**src/rtl/qspi_rom_responder.sv**
```systemverilog
// qspi_rom_responder: QSPI Fast Read Quad I/O (0xEB) target that serves bytes from a
// synchronous ROM port. SPI pins are oversampled on clk; SCK is never used as a clock.
module qspi_rom_responder #(
  parameter int ADDR_BITS   = 24,
  parameter int MEM_BITS    = 12,
  parameter int DUMMY_CLKS  = 4,
  parameter int SYNC_STAGES = 2
) (
  input  logic                clk,
  input  logic                rst_n,
  input  logic                spi_select,
  input  logic                spi_clk,
  input  logic [3:0]          spi_data_in,
  output logic [3:0]          spi_data_out,
  output logic [3:0]          spi_data_oe,
  output logic [MEM_BITS-1:0] mem_addr,
  output logic                mem_rd,
  input  logic [7:0]          mem_data,
  output logic                busy,
  output logic                cmd_error
);

  typedef enum logic [2:0] {
    IDLE   = 3'd0,
    CMD    = 3'd1,
    ADDR   = 3'd2,
    MODE   = 3'd3,
    DUMMY  = 3'd4,
    DATA   = 3'd5,
    IGNORE = 3'd6
  } state_t;

  localparam logic [7:0] CMD_LAST   = 8'd7;
  localparam logic [7:0] ADDR_LAST  = 8'(ADDR_BITS / 4 - 1);
  localparam logic [7:0] MODE_LAST  = 8'd1;
  localparam logic [7:0] DUMMY_LAST = 8'(DUMMY_CLKS - 1);
  localparam logic [7:0] READ_CMD   = 8'hEB;

  logic [SYNC_STAGES-1:0]      cs_sync_r;
  logic [SYNC_STAGES-1:0]      sck_sync_r;
  logic [SYNC_STAGES-1:0][3:0] sd_sync_r;
  logic                        sck_prev_r;
  logic                        cs_s;
  logic                        sck_s;
  logic [3:0]                  sd_s;
  logic                        rise_s;
  logic                        fall_s;

  state_t                      state_r;
  state_t                      state_nxt_s;
  logic [7:0]                  cnt_r;
  logic [6:0]                  cmd_r;
  logic [ADDR_BITS-1:0]        addr_r;
  logic [ADDR_BITS-1:0]        addr_inc_s;
  logic [7:0]                  byte_r;
  logic [7:0]                  prefetch_r;
  logic                        nib_lo_r;
  logic                        first_r;
  logic                        rd_dly_r;

  logic [3:0]                  out_r;
  logic [3:0]                  oe_r;
  logic [MEM_BITS-1:0]         mem_addr_r;
  logic                        mem_rd_r;
  logic                        busy_r;
  logic                        cmd_error_r;
  logic [3:0]                  out_nxt_s;
  logic [3:0]                  oe_nxt_s;
  logic                        rd_nxt_s;
  logic [MEM_BITS-1:0]         maddr_nxt_s;

  // CS resets to its idle (high) level so a reset never looks like a select
  always_ff @(posedge clk) begin
    if (!rst_n) begin
      cs_sync_r  <= {SYNC_STAGES{1'b1}};
      sck_sync_r <= {SYNC_STAGES{1'b0}};
      sd_sync_r  <= {(SYNC_STAGES * 4){1'b0}};
      sck_prev_r <= 1'b0;
    end else begin
      cs_sync_r  <= {cs_sync_r[SYNC_STAGES-2:0], spi_select};
      sck_sync_r <= {sck_sync_r[SYNC_STAGES-2:0], spi_clk};
      sd_sync_r  <= {sd_sync_r[SYNC_STAGES-2:0], spi_data_in};
      sck_prev_r <= sck_s;
    end
  end

  assign cs_s       = cs_sync_r[SYNC_STAGES-1];
  assign sck_s      = sck_sync_r[SYNC_STAGES-1];
  assign sd_s       = sd_sync_r[SYNC_STAGES-1];
  // A deselect in the same clk as an SCK edge wins: the edge is dropped
  assign rise_s     = sck_s & ~sck_prev_r & ~cs_s;
  assign fall_s     = ~sck_s & sck_prev_r & ~cs_s;
  assign addr_inc_s = addr_r + ADDR_BITS'(1);

  // State register
  always_ff @(posedge clk) begin
    if (!rst_n) begin
      state_r <= IDLE;
    end else begin
      state_r <= state_nxt_s;
    end
  end

  // Next-state decode, one step per synchronised SCK rise
  always_comb begin
    state_nxt_s = state_r;
    if (cs_s) begin
      state_nxt_s = IDLE;
    end else begin
      case (state_r)
        IDLE:    state_nxt_s = CMD;
        CMD: begin
          if (rise_s && cnt_r == CMD_LAST) begin
            state_nxt_s = ({cmd_r, sd_s[0]} == READ_CMD) ? ADDR : IGNORE;
          end else begin
            state_nxt_s = CMD;
          end
        end
        ADDR: begin
          if (rise_s && cnt_r == ADDR_LAST) begin
            state_nxt_s = MODE;
          end else begin
            state_nxt_s = ADDR;
          end
        end
        MODE: begin
          if (rise_s && cnt_r == MODE_LAST) begin
            state_nxt_s = DUMMY;
          end else begin
            state_nxt_s = MODE;
          end
        end
        DUMMY: begin
          if (rise_s && cnt_r == DUMMY_LAST) begin
            state_nxt_s = DATA;
          end else begin
            state_nxt_s = DUMMY;
          end
        end
        DATA:    state_nxt_s = DATA;
        IGNORE:  state_nxt_s = IGNORE;
        default: state_nxt_s = IDLE;
      endcase
    end
  end

  // Next values of the pin drivers and the ROM read request
  always_comb begin
    oe_nxt_s    = 4'h0;
    out_nxt_s   = 4'h0;
    rd_nxt_s    = 1'b0;
    maddr_nxt_s = mem_addr_r;
    if (state_nxt_s == DATA) begin
      oe_nxt_s = 4'hF;
      if (state_r == DATA && fall_s && !nib_lo_r) begin
        out_nxt_s = first_r ? byte_r[7:4] : prefetch_r[7:4];
      end else if (state_r == DATA && fall_s) begin
        out_nxt_s   = byte_r[3:0];
        rd_nxt_s    = 1'b1;
        maddr_nxt_s = addr_inc_s[MEM_BITS-1:0];
      end else begin
        out_nxt_s = out_r;
      end
    end else if (state_nxt_s == DUMMY && state_r != DUMMY) begin
      rd_nxt_s    = 1'b1;
      maddr_nxt_s = addr_r[MEM_BITS-1:0];
    end else begin
      rd_nxt_s = 1'b0;
    end
  end

  // Registered outputs; cmd_error only ever sets outside of reset
  always_ff @(posedge clk) begin
    if (!rst_n) begin
      out_r       <= 4'h0;
      oe_r        <= 4'h0;
      mem_addr_r  <= {MEM_BITS{1'b0}};
      mem_rd_r    <= 1'b0;
      busy_r      <= 1'b0;
      cmd_error_r <= 1'b0;
    end else begin
      out_r       <= out_nxt_s;
      oe_r        <= oe_nxt_s;
      mem_addr_r  <= maddr_nxt_s;
      mem_rd_r    <= rd_nxt_s;
      busy_r      <= (state_nxt_s != IDLE);
      cmd_error_r <= cmd_error_r | (state_r == CMD && state_nxt_s == IGNORE);
    end
  end

  // Shift registers, phase counter, nibble tracking and the byte/prefetch pair
  always_ff @(posedge clk) begin
    if (!rst_n) begin
      cnt_r      <= 8'd0;
      cmd_r      <= 7'd0;
      addr_r     <= {ADDR_BITS{1'b0}};
      byte_r     <= 8'd0;
      prefetch_r <= 8'd0;
      nib_lo_r   <= 1'b0;
      first_r    <= 1'b1;
      rd_dly_r   <= 1'b0;
    end else begin
      rd_dly_r <= mem_rd_r;
      if (state_r == IDLE || state_nxt_s != state_r) begin
        cnt_r <= 8'd0;
      end else if (rise_s) begin
        cnt_r <= cnt_r + 8'd1;
      end
      if (rise_s && state_r == CMD) begin
        cmd_r <= {cmd_r[5:0], sd_s[0]};
      end
      if (rise_s && state_r == ADDR) begin
        addr_r <= {addr_r[ADDR_BITS-5:0], sd_s};
      end else if (fall_s && state_r == DATA && nib_lo_r) begin
        addr_r <= addr_inc_s;
      end
      if (state_r != DATA) begin
        nib_lo_r <= 1'b0;
        first_r  <= 1'b1;
      end else if (fall_s) begin
        nib_lo_r <= ~nib_lo_r;
        if (!nib_lo_r) begin
          first_r <= 1'b0;
        end
      end
      // The ROM answers one clk after mem_rd: the DUMMY read fills byte_r, later ones prefetch
      if (rd_dly_r && state_r == DUMMY) begin
        byte_r <= mem_data;
      end else if (fall_s && state_r == DATA && !nib_lo_r && !first_r) begin
        byte_r <= prefetch_r;
      end
      if (rd_dly_r && state_r != DUMMY) begin
        prefetch_r <= mem_data;
      end
    end
  end

  assign spi_data_out = out_r;
  assign spi_data_oe  = oe_r;
  assign mem_addr     = mem_addr_r;
  assign mem_rd       = mem_rd_r;
  assign busy         = busy_r;
  assign cmd_error    = cmd_error_r;

endmodule
```
**config.mk**
```make
export PLATFORM = sky130hd
export DESIGN_NAME = qspi_rom_responder
export DESIGN_NICKNAME = d
export VERILOG_FILES = /design/src/rtl/qspi_rom_responder.sv
export SDC_FILE = /design/constraint.sdc
export NUM_CORES = 1
export LEC_CHECK = 0
export CAP_MARGIN = 20
export CELL_PAD_IN_SITES_DETAIL_PLACEMENT = 0
export CELL_PAD_IN_SITES_GLOBAL_PLACEMENT = 1
export CORE_MARGIN = 2
export CORE_UTILIZATION = 35
export CTS_CLUSTER_SIZE = 14
export DETAILED_ROUTE_END_ITERATION = 10
export PLACE_DENSITY_LB_ADDON = 0.1
export SYNTH_ARGS = -nofsm -noshare
export SYNTH_HDL_FRONTEND = slang
export SYNTH_SLANG_ARGS = --single-unit
```
**constraint.sdc**
```tcl
create_clock -name clk -period 4.7 [get_ports clk]
set_input_delay 0.94 -clock clk [delete_from_list [all_inputs] [get_ports clk]]
set_output_delay 0.94 -clock clk [all_outputs]
set_load 0.03 [all_outputs]
```
==> out/qor.txt <==
Worst-Margin Slew - 1.08 ns
Max-slew violation count - 0
Rows - 38
Synth Area per Inst - 9.04 sq um
Number of synthesized flops with an enable pin - 0
Slew margin rel. - 27.7%
Crit path from - state_r[0]
Worst Hold End - cs_sync_r[1]
Post-Syn Instances - 420
Area leader, netlist - dfxtp_1
I/O pins - 39
Clk pin slew, worst setup/hold paths - 0.08 ns
Vias - 3089
Ys async rst share - 0%
Worst-Skew Late Latency - 0.35 ns
Hold violation count in the final report - 0
Root Driver - clkbuf_8
WL/cell - 14.9 microns
Net Switching - 0.276 mW
Number of fill cells in the layout - 1109
Post-route setup TNS - 0 ns
Startpoint types - register
WL final - 8.69 mm
Yosys reg bits - 82
Post-DP Area - 4240 sq um
FF-to-FF Start - state_r[0]
Via-to-Cell Ratio - 5.29
R2R Path End - mem_addr[5]
Gr ovfl total - 0
Initial antenna violation count - 0
Register area share after synthesis - 43.2%
Setup Viol. Count Final - 0
Post-CTS Resized - 0
Die width - 108 microns
DRT Pass-1 Iters - 4
Arr. time, crit path - 2.97 ns
Top cells by area, synth - dfxtp_1 43%, mux2i_1 8.4%, nor2b_1 4.6%
Top cell type's share of synthesized area - 43.2%
Yosys Warn Count - 0
Proportion of power drawn by flip-flops and latches - 58.6%
First-pass GRT wire length - 14.4 mm
Cell area after synthesis - 3800 sq um
Logic pwr share - 3.0%
Final Cycle Share - 57.3%
CTS Buf Count - 9
All-Layer GR Usage - 15.6%
Pwr dens - 272 nW/um^2
CTS tree - done
Clock Sinks - 82
Initial Utilization - 35.5%
Worst Setup Path Type - reg2reg
Die area - 11700 sq um
Postcts setup bufs - 0
Ant diodes - 0
Fmax - 371 MHz
CTS H-tree lvls - 3
Area growth syn-to-layout - 16.4%
Syn_nets - 439
NumNets Final - 459
Hold buffer count at cts - 0
Largest net degree at the start of global routing - 42
Clock network power share - 38.5%
Fin area - 4420 sq um
CTS Buffer Depth - 2
Hold path cells - 1
Buffers on Ports - 38
HPWL Detailed - 5.94 mm
Setup Skew - 0.0115 ns
Most common flop cell mapped by yosys - dfxtp_1
Crit end category - register
Sw Share - 23.0%
P_leak - 1.68 nW
Int Pwr - 0.925 mW
DRT iter0 DRCs - 173
Number of global-route vias before repair - 2846
Worst r2r path cells - 6
Critical path peak fanout - 18
Final min period - 2.69 ns
# DRC - 0
Die H - 108 microns
GPL Wtd Cong - 0.820
R2R Setup Slk - 2.01 ns
Max_cap viols - 0
RSZ-0062 raised after global routing - false
Min-Delay Path Class - reg2reg
Status - completed
Core area - 10700 sq um
Post-DRT Antenna Nets - 0
WP data required - 4.98 ns
Worst vdd ir - 0.163 mV
Share of layout cells above drive strength 1 - 5.86%
Netlist cell types - 45
Hold path startpoint - cs_sync_r[0]
==> cell usage after synthesis (4+ instances only) <==
cell type	n
dfxtp_1	82
mux2i_1	32
o21ai_0	30
nor2b_1	28
clkbuf_1	24
nand2_1	21
a21oi_1	19
nor3_1	18
nor2_1	15
and2_1	14
nand3_1	14
and3_1	11
a31oi_1	10
or3_1	9
a221oi_1	8
nand4_1	8
o211a_1	8
inv_1	6
xor2_1	6
o21ai_1	5
xnor2_1	5
a21boi_0	4
buf_2	4
nand2b_1	4
==> layout by cell type (no fill, tap or decap), types with 9 or more instances in the layout <==
cell type,netlist,final
a21oi_1,19,19
a31oi_1,10,10
and2_1,14,14
and3_1,11,11
clkbuf_8,0,10
clkdlybuf4s50_1,0,37
dfxtp_1,82,82
mux2i_1,32,32
nand2_1,21,21
nand3_1,14,14
nor2_1,15,15
nor2b_1,28,28
nor3_1,18,18
o21ai_0,30,30
or3_1,9,9
==> power by group through the flow <==
stage	registers [mW]	clock network, mW	logic (mW)
global placement	0.720	0	0.0358
finish	0.704	0.462	0.0355
detailed placement	0.720	0	0.0357
global route	0.705	0.517	0.0385
CTS	0.704	0.486	0.0358
floorplan	0.718	0	0.0186
==> cell families after synthesis <==
| logic type | synth area share, % |
|---|---|
| xor+xnor | 2.54 |
| compound gates | 16.2 |
| fa+ha+maj | 0.989 |
| flops | 43.2 |
| mux | 8.44 |
| simple gates | 24.4 |
| buf+inv | 4.19 |
==> worst max path at each step <==
stage                       end  slack, ns  depth (start not counted)
finish              mem_addr[5]       2.01                          6
global placement       cnt_r[1]       2.00                          6
global route          addr_r[7]       1.86                          6
CTS                 mem_addr[5]       2.05                          6
floorplan           mem_addr[3]       2.52                          8
detailed placement     cnt_r[1]       1.98                          6
==> per-stage QoR <==
stage	total power, mW	setup WS, ns	std cells	utilization (%)	hold slack [ns]
floorplan	0.737	2.52	420	-	0.386
global placement	0.756	2.00	569	39.6	0.406
detailed placement	0.756	1.98	569	39.6	0.404
CTS	1.23	2.05	584	41.3	0.427
global route	1.26	1.86	584	41.3	0.458
finish	1.20	2.01	584	41.3	0.426
==> metal layers <==
layer / GRT usage [%] / up-vias / wire (microns) / part of all wire, %
met5: 0 / - / 0 / 0
met4: 4.67 / 0 / 78 / 0.90
met3: 3.38 / 6 / 320 / 3.7
met2: 22.3 / 55 / 3730 / 43
met1: 23.2 / 1483 / 4560 / 53
li1: - / 1545 / - / -
==> flip-flops by register name (all words and copies together) (netlist names), 2 cells and up <==
register / cells
sck_sync_r: 2
addr_r: 12
spi_data_out: 4
byte_r: 8
sd_sync_r: 4
state_r: 3
mem_addr: 12
prefetch_r: 8
sd_s: 4
cnt_r: 8
cs_sync_r: 2
cmd_r: 7
==> critical path, cell delays in order (launching register included) <==
cell and delay (ns):
dfxtp_1 0.68, inv_1 0.31, a21oi_1 0.25, a21oi_1 0.17
or3_1 0.62, or3_1 0.43, a31oi_1 0.16
==> layout make-up <==
cell class                      instances  area, sq um  area share, %
Clock inverter                          5         40.0          0.906
Tap cell                              140          175           3.96
Sequential cell                        82         1640           37.1
Clock buffer                           10          138           3.11
Inverter                                6         22.5          0.510
Timing Repair Buffer                   41          398           9.00
Multi-Input combinational cell        300         2000           45.4
Note: power is estimated with default switching activity, not from simulation.
